===== config.mk =====
export PLATFORM = sky130hd
export DESIGN_NAME = ins_prefetch
export DESIGN_NICKNAME = d
export VERILOG_FILES = /design/src/rtl/cpu_pkg.sv /design/src/rtl/ins_fifo.sv /design/src/rtl/ins_prefetch.sv
export SDC_FILE = /design/constraint.sdc
export NUM_CORES = 1
export LEC_CHECK = 0
export CORE_AREA = 2 2 195 197
export DETAILED_ROUTE_END_ITERATION = 8
export DIE_AREA = 0 0 197 199
export SYNTH_ARGS = -nofsm -noshare
export SYNTH_HDL_FRONTEND = slang
export SYNTH_SLANG_ARGS = --single-unit

===== constraint.sdc =====
create_clock -name clk -period 4.7 [get_ports clk]
set_clock_uncertainty 0.1 [all_clocks]
set_input_delay 0.94 -clock clk [delete_from_list [all_inputs] [get_ports clk]]
set_output_delay 0.94 -clock clk [all_outputs]
set_load 0.01 [all_outputs]

===== src/rtl/cpu_pkg.sv =====
`default_nettype none
// ============================================================================
// Module   : cpu_pkg
// Purpose  : Shared CPU-side widths, reset fetch address and the prefetch
//            queue entry layout. Used by the CPU, the ROM and ins_prefetch.
// Ports    : none (package)
// Revision : 1.0  initial release
// ============================================================================
package cpu_pkg;

  localparam int ADDR_W = 16;
  localparam int INS_W  = 16;

  localparam logic [ADDR_W-1:0] RESET_PC_DEFAULT = 16'h0000;

  // One prefetched instruction together with the word address it came from.
  typedef struct packed {
    logic [ADDR_W-1:0] pc;
    logic [INS_W-1:0]  ins;
  } ins_entry_t;

endpackage
`default_nettype wire


===== src/rtl/ins_fifo.sv =====
`default_nettype none
// ============================================================================
// Module   : ins_fifo
// Purpose  : Synchronous single-clock FIFO with occupancy count and a flush
//            input that empties it on the next edge (flush beats push).
// Ports    : clk, rst        clock, synchronous active-high reset
//            i_flush         drop all entries
//            i_push/i_wdata  write side
//            i_pop/o_rdata   read side (o_rdata is the current head)
//            o_count         number of stored entries
//            o_empty/o_full  occupancy flags
// Revision : 1.0  initial release
// ============================================================================
module ins_fifo #(
  parameter int WIDTH = 32,
  parameter int DEPTH = 4
) (
  input  logic                   clk,
  input  logic                   rst,
  input  logic                   i_flush,
  input  logic                   i_push,
  input  logic [WIDTH-1:0]       i_wdata,
  input  logic                   i_pop,
  output logic [WIDTH-1:0]       o_rdata,
  output logic [$clog2(DEPTH):0] o_count,
  output logic                   o_empty,
  output logic                   o_full
);

  localparam int PTR_W = $clog2(DEPTH);
  localparam int CNT_W = PTR_W + 1;
  localparam logic [CNT_W-1:0] FULL_CNT = CNT_W'(DEPTH);

  logic [WIDTH-1:0] mem_q [DEPTH];
  logic [WIDTH-1:0] mem_d [DEPTH];
  logic [PTR_W-1:0] wr_ptr_q, wr_ptr_d;
  logic [PTR_W-1:0] rd_ptr_q, rd_ptr_d;
  logic [CNT_W-1:0] count_q, count_d;
  logic             w_do_push;
  logic             w_do_pop;

  always_comb begin
    w_do_pop  = i_pop && (count_q != '0);
    // A push into a full FIFO is only legal when the head leaves the same cycle.
    w_do_push = i_push && ((count_q != FULL_CNT) || w_do_pop);
    mem_d     = mem_q;
    wr_ptr_d  = wr_ptr_q;
    rd_ptr_d  = rd_ptr_q;
    count_d   = count_q;
    if (i_flush) begin
      wr_ptr_d = '0;
      rd_ptr_d = '0;
      count_d  = '0;
    end else begin
      if (w_do_push) begin
        mem_d[wr_ptr_q] = i_wdata;
        wr_ptr_d        = wr_ptr_q + 1'b1;
      end
      if (w_do_pop) begin
        rd_ptr_d = rd_ptr_q + 1'b1;
      end
      case ({w_do_push, w_do_pop})
        2'b10:   count_d = count_q + 1'b1;
        2'b01:   count_d = count_q - 1'b1;
        default: count_d = count_q;
      endcase
    end
  end

  always_ff @(posedge clk) begin
    if (rst) begin
      for (int i = 0; i < DEPTH; i++) begin
        mem_q[i] <= '0;
      end
      wr_ptr_q <= '0;
      rd_ptr_q <= '0;
      count_q  <= '0;
    end else begin
      mem_q    <= mem_d;
      wr_ptr_q <= wr_ptr_d;
      rd_ptr_q <= rd_ptr_d;
      count_q  <= count_d;
    end
  end

  assign o_rdata = mem_q[rd_ptr_q];
  assign o_count = count_q;
  assign o_empty = (count_q == '0);
  assign o_full  = (count_q == FULL_CNT);

endmodule
`default_nettype wire


===== src/rtl/ins_prefetch.sv =====
`default_nettype none
// ============================================================================
// Module   : ins_prefetch
// Purpose  : Instruction prefetch stage. Issues sequential word reads to the
//            instruction ROM ahead of the CPU, queues the in-order responses
//            and hands them to decode through a valid/ready handshake. A
//            redirect flushes the queue, discards stale ROM responses and
//            restarts fetch at the new PC.
// Ports    : clk, rst                  clock, synchronous active-high reset
//            rom_en/rom_addr           registered ROM read request
//            rom_dout/rom_vld          in-order ROM response
//            redirect/redirect_pc      CPU flush pulse and new fetch address
//            ins_valid/ins_data/ins_pc queue head presented to the CPU
//            ins_ready                 CPU accepts the head
// Revision : 1.0  initial release
// ============================================================================
module ins_prefetch
  import cpu_pkg::*;
#(
  parameter int                DEPTH    = 4,
  parameter int                MAX_OUT  = 2,
  parameter logic [ADDR_W-1:0] RESET_PC = RESET_PC_DEFAULT
) (
  input  logic              clk,
  input  logic              rst,
  output logic              rom_en,
  output logic [ADDR_W-1:0] rom_addr,
  input  logic [INS_W-1:0]  rom_dout,
  input  logic              rom_vld,
  input  logic              redirect,
  input  logic [ADDR_W-1:0] redirect_pc,
  output logic              ins_valid,
  output logic [INS_W-1:0]  ins_data,
  output logic [ADDR_W-1:0] ins_pc,
  input  logic              ins_ready
);

  localparam int CNT_W = $clog2(DEPTH) + 1;
  localparam int SUM_W = CNT_W + 1;
  localparam int OUT_W = $clog2(MAX_OUT + 1) + 1;
  localparam logic [OUT_W-1:0] MAX_OUT_C = OUT_W'(MAX_OUT);
  localparam logic [SUM_W-1:0] DEPTH_C   = SUM_W'(DEPTH);

  logic [ADDR_W-1:0] fetch_pc_q, fetch_pc_d;
  logic [ADDR_W-1:0] resp_pc_q,  resp_pc_d;
  logic [OUT_W-1:0]  inflight_q, inflight_d;
  logic [OUT_W-1:0]  discard_q,  discard_d;
  logic              rom_en_q,   rom_en_d;
  logic [ADDR_W-1:0] rom_addr_q, rom_addr_d;

  logic              w_vld_keep;
  logic              w_vld_drop;
  logic [OUT_W-1:0]  w_outstanding;
  logic [SUM_W-1:0]  w_credit_sum;
  logic              w_issue;
  logic              w_push;
  logic              w_pop;
  logic [CNT_W-1:0]  w_fifo_count;
  logic              w_fifo_empty;
  logic              w_fifo_full;
  ins_entry_t        w_head;

  always_comb begin
    w_vld_drop    = rom_vld && (discard_q != '0);
    w_vld_keep    = rom_vld && (discard_q == '0);
    // Requests still owed by the ROM once this cycle's response is consumed,
    // counting both live and to-be-discarded ones so the ROM never sees more
    // than MAX_OUT outstanding reads.
    w_outstanding = inflight_q + discard_q - OUT_W'(rom_vld);
    // Queue credit: every live request must have a slot waiting for it.
    w_credit_sum  = SUM_W'(w_fifo_count) + SUM_W'(inflight_q);
    // The full check is redundant with the credit rule; it only protects the
    // queue against a ROM that returns unrequested data.
    w_issue       = !redirect && (w_outstanding < MAX_OUT_C) &&
                    (w_credit_sum < DEPTH_C) && !w_fifo_full;
    w_push        = w_vld_keep && !redirect;
    w_pop         = ins_valid && ins_ready;

    fetch_pc_d = fetch_pc_q;
    resp_pc_d  = resp_pc_q;
    inflight_d = inflight_q;
    discard_d  = discard_q;
    rom_en_d   = w_issue;
    rom_addr_d = w_issue ? fetch_pc_q : rom_addr_q;

    if (redirect) begin
      fetch_pc_d = redirect_pc;
      resp_pc_d  = redirect_pc;
      inflight_d = '0;
      discard_d  = w_outstanding;
    end else begin
      if (w_issue) begin
        fetch_pc_d = fetch_pc_q + 1'b1;
      end
      if (w_push) begin
        resp_pc_d = resp_pc_q + 1'b1;
      end
      inflight_d = inflight_q - OUT_W'(w_vld_keep) + OUT_W'(w_issue);
      discard_d  = discard_q - OUT_W'(w_vld_drop);
    end
  end

  always_ff @(posedge clk) begin
    if (rst) begin
      fetch_pc_q <= RESET_PC;
      resp_pc_q  <= RESET_PC;
      inflight_q <= '0;
      discard_q  <= '0;
      rom_en_q   <= 1'b0;
      rom_addr_q <= '0;
    end else begin
      fetch_pc_q <= fetch_pc_d;
      resp_pc_q  <= resp_pc_d;
      inflight_q <= inflight_d;
      discard_q  <= discard_d;
      rom_en_q   <= rom_en_d;
      rom_addr_q <= rom_addr_d;
    end
  end

  ins_fifo #(
    .WIDTH (ADDR_W + INS_W),
    .DEPTH (DEPTH)
  ) u_fifo (
    .clk     (clk),
    .rst     (rst),
    .i_flush (redirect),
    .i_push  (w_push),
    .i_wdata ({resp_pc_q, rom_dout}),
    .i_pop   (w_pop),
    .o_rdata (w_head),
    .o_count (w_fifo_count),
    .o_empty (w_fifo_empty),
    .o_full  (w_fifo_full)
  );

  assign rom_en    = rom_en_q;
  assign rom_addr  = rom_addr_q;
  assign ins_valid = !w_fifo_empty;
  // Head fields read as zero while empty so stale entries never leak out.
  assign ins_data  = ins_valid ? w_head.ins : '0;
  assign ins_pc    = ins_valid ? w_head.pc  : '0;

endmodule
`default_nettype wire

==> impl_results.md, run 1 <==
* Crit path cell chain: clkdlybuf4s50_1, ha_1, inv_1, ha_1, inv_1, fa_1, or4b_1, nor3_2, nand3_1, ha_1, inv_1, ha_1, inv_1, fa_1, xnor2_1, xnor2_1, nor2_1
* Worst Path Required at 4.92 ns
* Share of layout cells above drive strength 1 at 10.1%
* CP endpoint: inflight_q[2]
* Final #Nets at 1,014
* Most frequent cell after synthesis: dfxtp_1
* NetSw at 1620 uW
* Clk pwr share at 31.3%
* Slew @ Worst Pin at 1.02 ns
* Die H at 199 microns
* Synth Area in Simple Gates at 18.6%
* Worst Hold Margin at 0.381 ns
* Critical Path AT at 4.53 ns
* GRT Total Usage at 11.9%
* CP Buf/Inv Count at 5
* Seq pwr share at 39.1%
* Full die area at 0.0392 sq mm
* #FFs+latches synth at 190
* Int Pwr at 3060 uW
* Placed cells at 1,413
* Mux share of post-synthesis cell area at 22.0%
* Count of different cell masters after synthesis at 52
* FF+latch area at 0.00381 sq mm
* Drt initial violations at 512
* Clock slew at reported path FFs at 0.07 ns
* Overall routed net length at 22,800 microns
* Synth Area in Adders at 2.84%
* Avg WL per Cell at 15.8 microns
* Synth warn at 0
* Via/cell ratio at 4.69
* Compound-gate portion of the synthesized area at 7.20%
* Setup violations, final at 0
* F_max at 232 MHz
* Worst Hold Depth at 2
* Register-to-register setup slack at 0.95 ns
* Final slew viol count at 0
* HPWL Detailed at 14,500 microns
* CTS tree: done
* Area Overhead vs Synth at 19.6%
* Outcome: completed
* GR Overflow Total at 0
* Hold Path Class: flip-flop to flip-flop
* Worst R2R Start: discard_q[0]
* FFs w/ async S/R, synth at 0%
* Drt pass-1 iters at 5
* Total CTS buffers at 17
* DRT antenna net count at 0
* Clock latency on the worst-skew pair at 0.43 ns
* Core Area at 0.0371 sq mm
* Final clock period utilization by the worst path at 91.8%
* Synth Area in XOR/XNOR at 2.42%
* Total of max-cap violations at 0
* Site Rows at 71
* Synth Cell Area at 0.00916 sq mm
* Top-area cell type share of the netlist area at 41.5%
* I/O Buffers at 86
* Mapped Cells at 912
* I/O pins at 87
* Final Hold Fails at 0
* Main combinational cell family by area after synthesis: multiplexers
* Worst IR Drop VDD at 0.000388 V
* Most instantiated cells after synthesis: dfxtp_1, nor2_1, mux2i_1
* Vias in the first global route at 6,646
* DRC at 0
* Critical path's slowest cell: fa_1
* Post-CTS Setup Inserts at 0
* Sw frac at 34.6%
* Clock Tree Buf Depth at 2
* Share of total power in combinational logic at 29.6%
* Synth area leader: dfxtp_1
* Startpoint types: primary input
* Leak at 0.00357 uW
* CP endpoint kind: flip-flop
* Worst setup path start: rom_vld
* Slowest stage delay, CP at 0.51 ns
* Predominant post-synthesis flop cell: dfxtp_1
* First-pass GRT wire length at 36,800 microns
* Placer Congestion at 0.797
* Post_cts resized at 0
* Worst path depth at 17
* Starting Density at 24.7%
* Min Tclk post-route at 4.31 ns
* Post-Layout Cell Count at 1,445
* N_diodes at 0
* Slew margin rel. at 31.8%
* Delay-heaviest family, CP: adder cells
* Filler instances at 3,914
* Synth top area cells: dfxtp_1, mux2i_1, mux4_2
* Post-Syn Area per Cell at 10.0 sq um
* Crit Path Category: primary input to flip-flop
* Multi-input logic area at 0.00487 sq mm
* CP Max Fanout at 3
* Num Clock Sinks at 190
* Largest net degree at the start of global routing at 130
* Cell chosen for the clock root: clkbuf_16
* Hold-fix buffers, CTS at 0
* Reg2Reg Capture Point: inflight_q[2]
* Post-synth EDFFs at 0
* Setup_tns at 0 ns
* Worst R2R Path Depth at 17
* RSZ-0062 raised after global routing: no
* Die Wd at 197 microns
* Pwr Density at 427 mW/mm^2
* H-tree depth reported by CTS at 4
* Via count at 6,781
* Synth Net Count at 968
* Initial antenna violation count at 0
* Seq/Total Area, Yosys at 41.5%
[worst min-delay path: cells and delay by family (launching register included)]
| kind | cells | cell delay, ns |
|---|---|---|
| compound gates | 2 | 0.12 |
| flops | 1 | 0.31 |
[layout by cell type, fill, tap and decap left out, types with 5 or more instances in the layout]
master | Yosys | routed
clkbuf_16 | 0 | 17
o21bai_1 | 7 | 7
nor3_1 | 9 | 9
o21ai_0 | 29 | 29
nor4_1 | 7 | 7
inv_1 | 23 | 23
nor2b_1 | 7 | 7
a31oi_1 | 10 | 10
o31a_1 | 7 | 7
nor3b_1 | 8 | 8
nor2_1 | 150 | 150
dfxtp_1 | 190 | 188
xnor2_1 | 11 | 9
nand3_1 | 38 | 38
nor4b_4 | 5 | 5
a211oi_1 | 5 | 5
mux4_2 | 32 | 32
nand2_1 | 12 | 12
and2_1 | 35 | 35
buf_4 | 0 | 15
or3_1 | 9 | 9
mux2i_1 | 129 | 129
a21oi_1 | 25 | 25
nand4_1 | 14 | 14
ha_1 | 16 | 16
and4_1 | 5 | 5
clkdlybuf4s50_1 | 0 | 84
a311oi_1 | 8 | 8
xor2_1 | 9 | 9
[worst min-delay path by stage]
stage | startpoint | to | slack, ns
floorplan | u_fifo.mem_q[32] | u_fifo.mem_q[32] | 0.35
global placement | rom_addr[3] | rom_addr[3] | 0.36
detailed placement | rom_addr[3] | rom_addr[3] | 0.37
CTS | rom_addr[3] | rom_addr[3] | 0.38
global route | rom_addr[13] | rom_addr[13] | 0.40
finish | rom_addr[8] | rom_addr[8] | 0.38
[cells by family (layout without fill, tap and decap cells)]
family          count (synthesis)  in the layout
mux                           161            161
simple gates                  317            317
xor+xnor                       22             22
buf+inv                        99            158
compound gates                104            104
flops                         190            190
fa+ha+maj                      19             19
[power by group through the flow]
stage / clock network (uW) / registers (uW) / logic (uW)
after floorplan: 0 / 1820 / 966
after global placement: 0 / 1860 / 1380
after detailed placement: 0 / 1860 / 1390
after CTS: 1510 / 1830 / 1390
after global routing: 1580 / 1850 / 1540
final: 1460 / 1830 / 1390
[per-layer routing]
| metal | track usage (%) | wire length, microns | vias to the layer above |
|---|---|---|---|
| met3 | 2.41 | 706 | 12 |
| met2 | 19.0 | 10600 | 120 |
| met5 | 0 | 0 | - |
| met4 | 3.20 | 225 | 0 |
| met1 | 16.4 | 11200 | 3322 |
| li1 | - | - | 3327 |
[area by class of cell]
| type | instances | share of cell area (%) |
|---|---|---|
| tap | 474 | 5.41 |
| sequential | 190 | 34.7 |
| multi-input combinational | 623 | 44.5 |
| clock inverter | 12 | 1.23 |
| clock buffer | 20 | 4.17 |
| timing repair buffer | 102 | 9.12 |
| inverter | 24 | 0.845 |
[per-stage QoR]
stage	area (sq um)	power, uW	worst slack [ns]	utilization (%)
final	11000	4680	0.388	29.5
after CTS	11000	4730	0.373	29.5
after floorplan	9160	2780	0.145	-
after global routing	11000	4960	0.174	29.5
after detailed placement	10400	3250	-0.0827	27.9
after global placement	10400	3240	0.0424	27.9
[sequential cells by signal (all words and copies together) (netlist names)]
register / flops
discard_q: 3
fetch_pc_q: 16
inflight_q: 3
resp_pc_q: 16
rom_addr: 16
rom_en: 1
u_fifo.mem_q: 128
u_fifo.o_count: 3
u_fifo.rd_ptr_q: 2
u_fifo.wr_ptr_q: 2
Power figures use the tool's default switching activity.
==> inputs of run 2 (changes only) <==
--- a/config.mk
+++ b/config.mk
@@ -8,6 +8,7 @@
 export CORE_AREA = 2 2 195 197
 export DETAILED_ROUTE_END_ITERATION = 8
 export DIE_AREA = 0 0 197 199
+export GPL_TIMING_DRIVEN = 0
 export SYNTH_ARGS = -nofsm -noshare
 export SYNTH_HDL_FRONTEND = slang
 export SYNTH_SLANG_ARGS = --single-unit
==> constraint.sdc (replaced) <==
create_clock -name clk -period 4.7 [get_ports clk]
set_clock_uncertainty 0.1 [all_clocks]
set_input_delay 0.94 -clock clk [delete_from_list [all_inputs] [get_ports clk]]
set_output_delay 0.94 -clock clk [all_outputs]
set_load 0.02 [all_outputs]
==> run 2 against run 1 <==
Non-clock buffer count increased by 61. Flip-flop and latch count did not move. Register-to-register slack worse by 0.19 ns. First-iteration DRC count is 1.2% lower. Highest routed layer unchanged. Routed wire length up 13%. Sequential power barely moved. Utilization is 0.86 points higher. Maximum frequency decreased by 4.0%. Hold slack worse by 0.0054 ns. Critical path depth increased by 1. Largest cell class unchanged. Combinational power increased by 15%. Largest power group unchanged. Power increased by 4.9%.
==> impl_results.md, run 2 (same netlist as run 1, synthesis figures left out) <==
* Outcome: completed (unchanged)
* I/O pins at 87 (unchanged)
* Avg WL per Cell at 17.1 microns (was 15.8 microns)
* N_diodes at 0 (unchanged)
* Power, Total at 4910 uW (was 4680 uW)
* First-pass GRT wire length at 40,100 microns (was 36,800 microns)
* Commonest non-fill, non-tap cell in the layout: dfxtp_1 (unchanged)
* Num Clock Sinks at 190 (unchanged)
* Hold EP: rom_addr[13] (was rom_addr[8])
* Reg2Reg Capture Point: inflight_q[2] (unchanged)
* Pwr Density at 435 mW/mm^2 (was 427 mW/mm^2)
* Critical path's slowest cell: fa_1 (unchanged)
* Final #Nets at 1,075 (was 1,014)
* DRT antenna net count at 0 (unchanged)
* HPWL Detailed at 18,400 microns (was 14,500 microns)
* Initial antenna violation count at 0 (unchanged)
* Most frequent cells in the layout: dfxtp_1, nor2_1, mux2i_1 (unchanged)
* Total CTS buffers at 17 (unchanged)
* DRC at 0 (unchanged)
* F_max at 223 MHz (was 232 MHz)
* Via count at 7,203 (was 6,781)
* Share of layout cells above drive strength 1 at 10.7% (was 10.1%)
* Pre-CTS WS at -0.829 ns (was -0.0827 ns)
* Final clock period utilization by the worst path at 95.6% (was 91.8%)
* Placer Congestion at 0.834 (was 0.797)
* CP endpoint kind: flip-flop (unchanged)
* Min Tclk post-route at 4.49 ns (was 4.31 ns)
* CP Max Fanout at 10 (was 3)
* Slowest stage delay, CP at 0.51 ns (about the same)
* Via/cell ratio at 4.78 (was 4.69)
* Die Wd at 197 microns (unchanged)
* Worst Min Path Start: rom_addr[13] (was rom_addr[8])
* Drt pass-1 iters at 5 (unchanged)
* Largest net degree at the start of global routing at 17 (was 130)
* Site Rows at 71 (unchanged)
* Biggest register: u_fifo.mem_q (unchanged)
* Total of max-cap violations at 0 (unchanged)
* Crit path cell chain: clkdlybuf4s50_1, ha_1, inv_1, ha_1, inv_1, fa_1, or4b_4, nor3_4, buf_6, nand3_2, ha_1, inv_1, ha_1, inv_1, fa_1, xnor2_2, xnor2_1, nor2_1 (was clkdlybuf4s50_1, ha_1, inv_1, ha_1, inv_1, fa_1, or4b_1, nor3_2, nand3_1, ha_1, inv_1, ha_1, inv_1, fa_1, xnor2_1, xnor2_1, nor2_1)
* Area Overhead vs Synth at 23.1% (was 19.6%)
* Worst R2R Start: discard_q[0] (unchanged)
* Vias in the first global route at 7,079 (was 6,646)
* Slew margin rel. at 43.3% (was 31.8%)
* Overall routed net length at 25,700 microns (was 22,800 microns)
* GRT Total Usage at 13.3% (was 11.9%)
* Drt initial violations at 506 (was 512)
* H-tree depth reported by CTS at 4 (unchanged)
* Cell chosen for the clock root: clkbuf_16 (unchanged)
* Setup violations, final at 0 (unchanged)
* I/O Buffers at 85 (was 86)
* Clock Tree Buf Depth at 2 (unchanged)
* Worst Hold Depth at 2 (unchanged)
* Critical Path AT at 4.71 ns (was 4.53 ns)
* Startpoint types: primary input (unchanged)
* GR Overflow Total at 0 (unchanged)
* CTS tree: done (unchanged)
* Hold Path Class: flip-flop to flip-flop (unchanged)
* Worst IR Drop VDD at 0.000285 V (was 0.000388 V)
* Setup slack after layout at 0.206 ns (was 0.388 ns)
* Full die area at 0.0392 sq mm (unchanged)
* RSZ-0062 raised after global routing: no (unchanged)
* Filler instances at 3,866 (was 3,914)
* Clock latency on the worst-skew pair at 0.43 ns (about the same)
* Worst Path Required at 4.91 ns (was 4.92 ns)
* Slew @ Worst Pin at 0.850 ns (was 1.02 ns)
* Die H at 199 microns (unchanged)
* Starting Density at 24.7% (unchanged)
* Final slew viol count at 0 (unchanged)
* Register-to-register setup slack at 0.76 ns (was 0.95 ns)
* Largest register FFs at 128 (unchanged)
* Clock slew at reported path FFs at 0.07 ns (about the same)
* Final Hold Fails at 0 (unchanged)
* Core Area at 0.0371 sq mm (unchanged)
* Leak at 0.00369 uW (was 0.00357 uW)
* Worst R2R Path Depth at 18 (was 17)
* Crit Path Category: primary input to flip-flop (unchanged)
-- run 2: cell count changes in the layout (fill, tap and decap cells not counted), sizes merged --
| cell | delta |
|---|---|
| clkdlybuf4s50 | +1 |
| inv | +1 |
| clkinvlp | +3 |
| buf | +12 |
| clkbuf | +50 |
| clkinv | -6 |
-- run 2: routing by layer --
layer / global-route usage (%) / up-vias / part of all wire (%)
li1: - / 3447 / -
met1: 18.5 / 3506 / 47
met2: 21.2 / 222 / 46
met3: 2.61 / 28 / 6.0
met4: 3.15 / 0 / 1.2
met5: 0 / - / 0
-- run 2: layout make-up --
cell class              count  area [sq um]  share of cell area [%]
well taps                 474           593                    5.26
repair buffers             88           873                    7.75
clock inverters            10           125                    1.11
flip-flops and latches    190          3800                    33.7
inverters                  24          92.6                   0.821
clock buffers              22           484                    4.30
multi-input cells         623          4890                    43.3
plain buffers              75           415                    3.68
-- run 2: where the power goes --
group	leakage [uW]	total [uW]	internal [uW]	switching [uW]
combinational	0.00186	1600	592	1010
sequential	0.00154	1800	1710	84.1
clock	0.000292	1510	850	664
-- run 2: through the flow --
step	cells	TNS [ns]	utilization [%]	hold WS (ns)	area, sq um
global route	1506	0	30.4	0.400	11300
detailed placement	1471	-1.66	28.6	0.369	10600
global placement	1471	-1.75	28.6	0.363	10600
floorplan	912	0	-	0.355	9160
CTS	1504	0	30.3	0.383	11200
finish	1506	0	30.4	0.376	11300
-- run 2: worst max-delay path by stage --
| stage | from | endpoint | slack (ns) | cells after the start |
|---|---|---|---|---|
| floorplan | rom_vld | inflight_q[2] | 0.15 | 17 |
| global placement | rom_vld | inflight_q[2] | -0.85 | 18 |
| detailed placement | rom_vld | inflight_q[2] | -0.83 | 18 |
| CTS | rom_vld | inflight_q[2] | 0.03 | 18 |
| global route | rom_vld | inflight_q[2] | 0.02 | 18 |
| finish | rom_vld | inflight_q[2] | 0.21 | 18 |
-- run 2: critical path: cells and delay by family --
family / cells / cell delay, ns
and+or+nand+nor: 4 / 0.86
xor gates and xnor gates: 2 / 0.30
adders and majority gates: 6 / 1.79
buffers and inverters: 6 / 0.82
-- run 2: timing repair --
item,4_1_cts,5_1_grt
pin swaps,2,2
resized for setup,6,4
hold buffers,0,0
buffers inserted,1,2
setup endpoints to repair,2,1
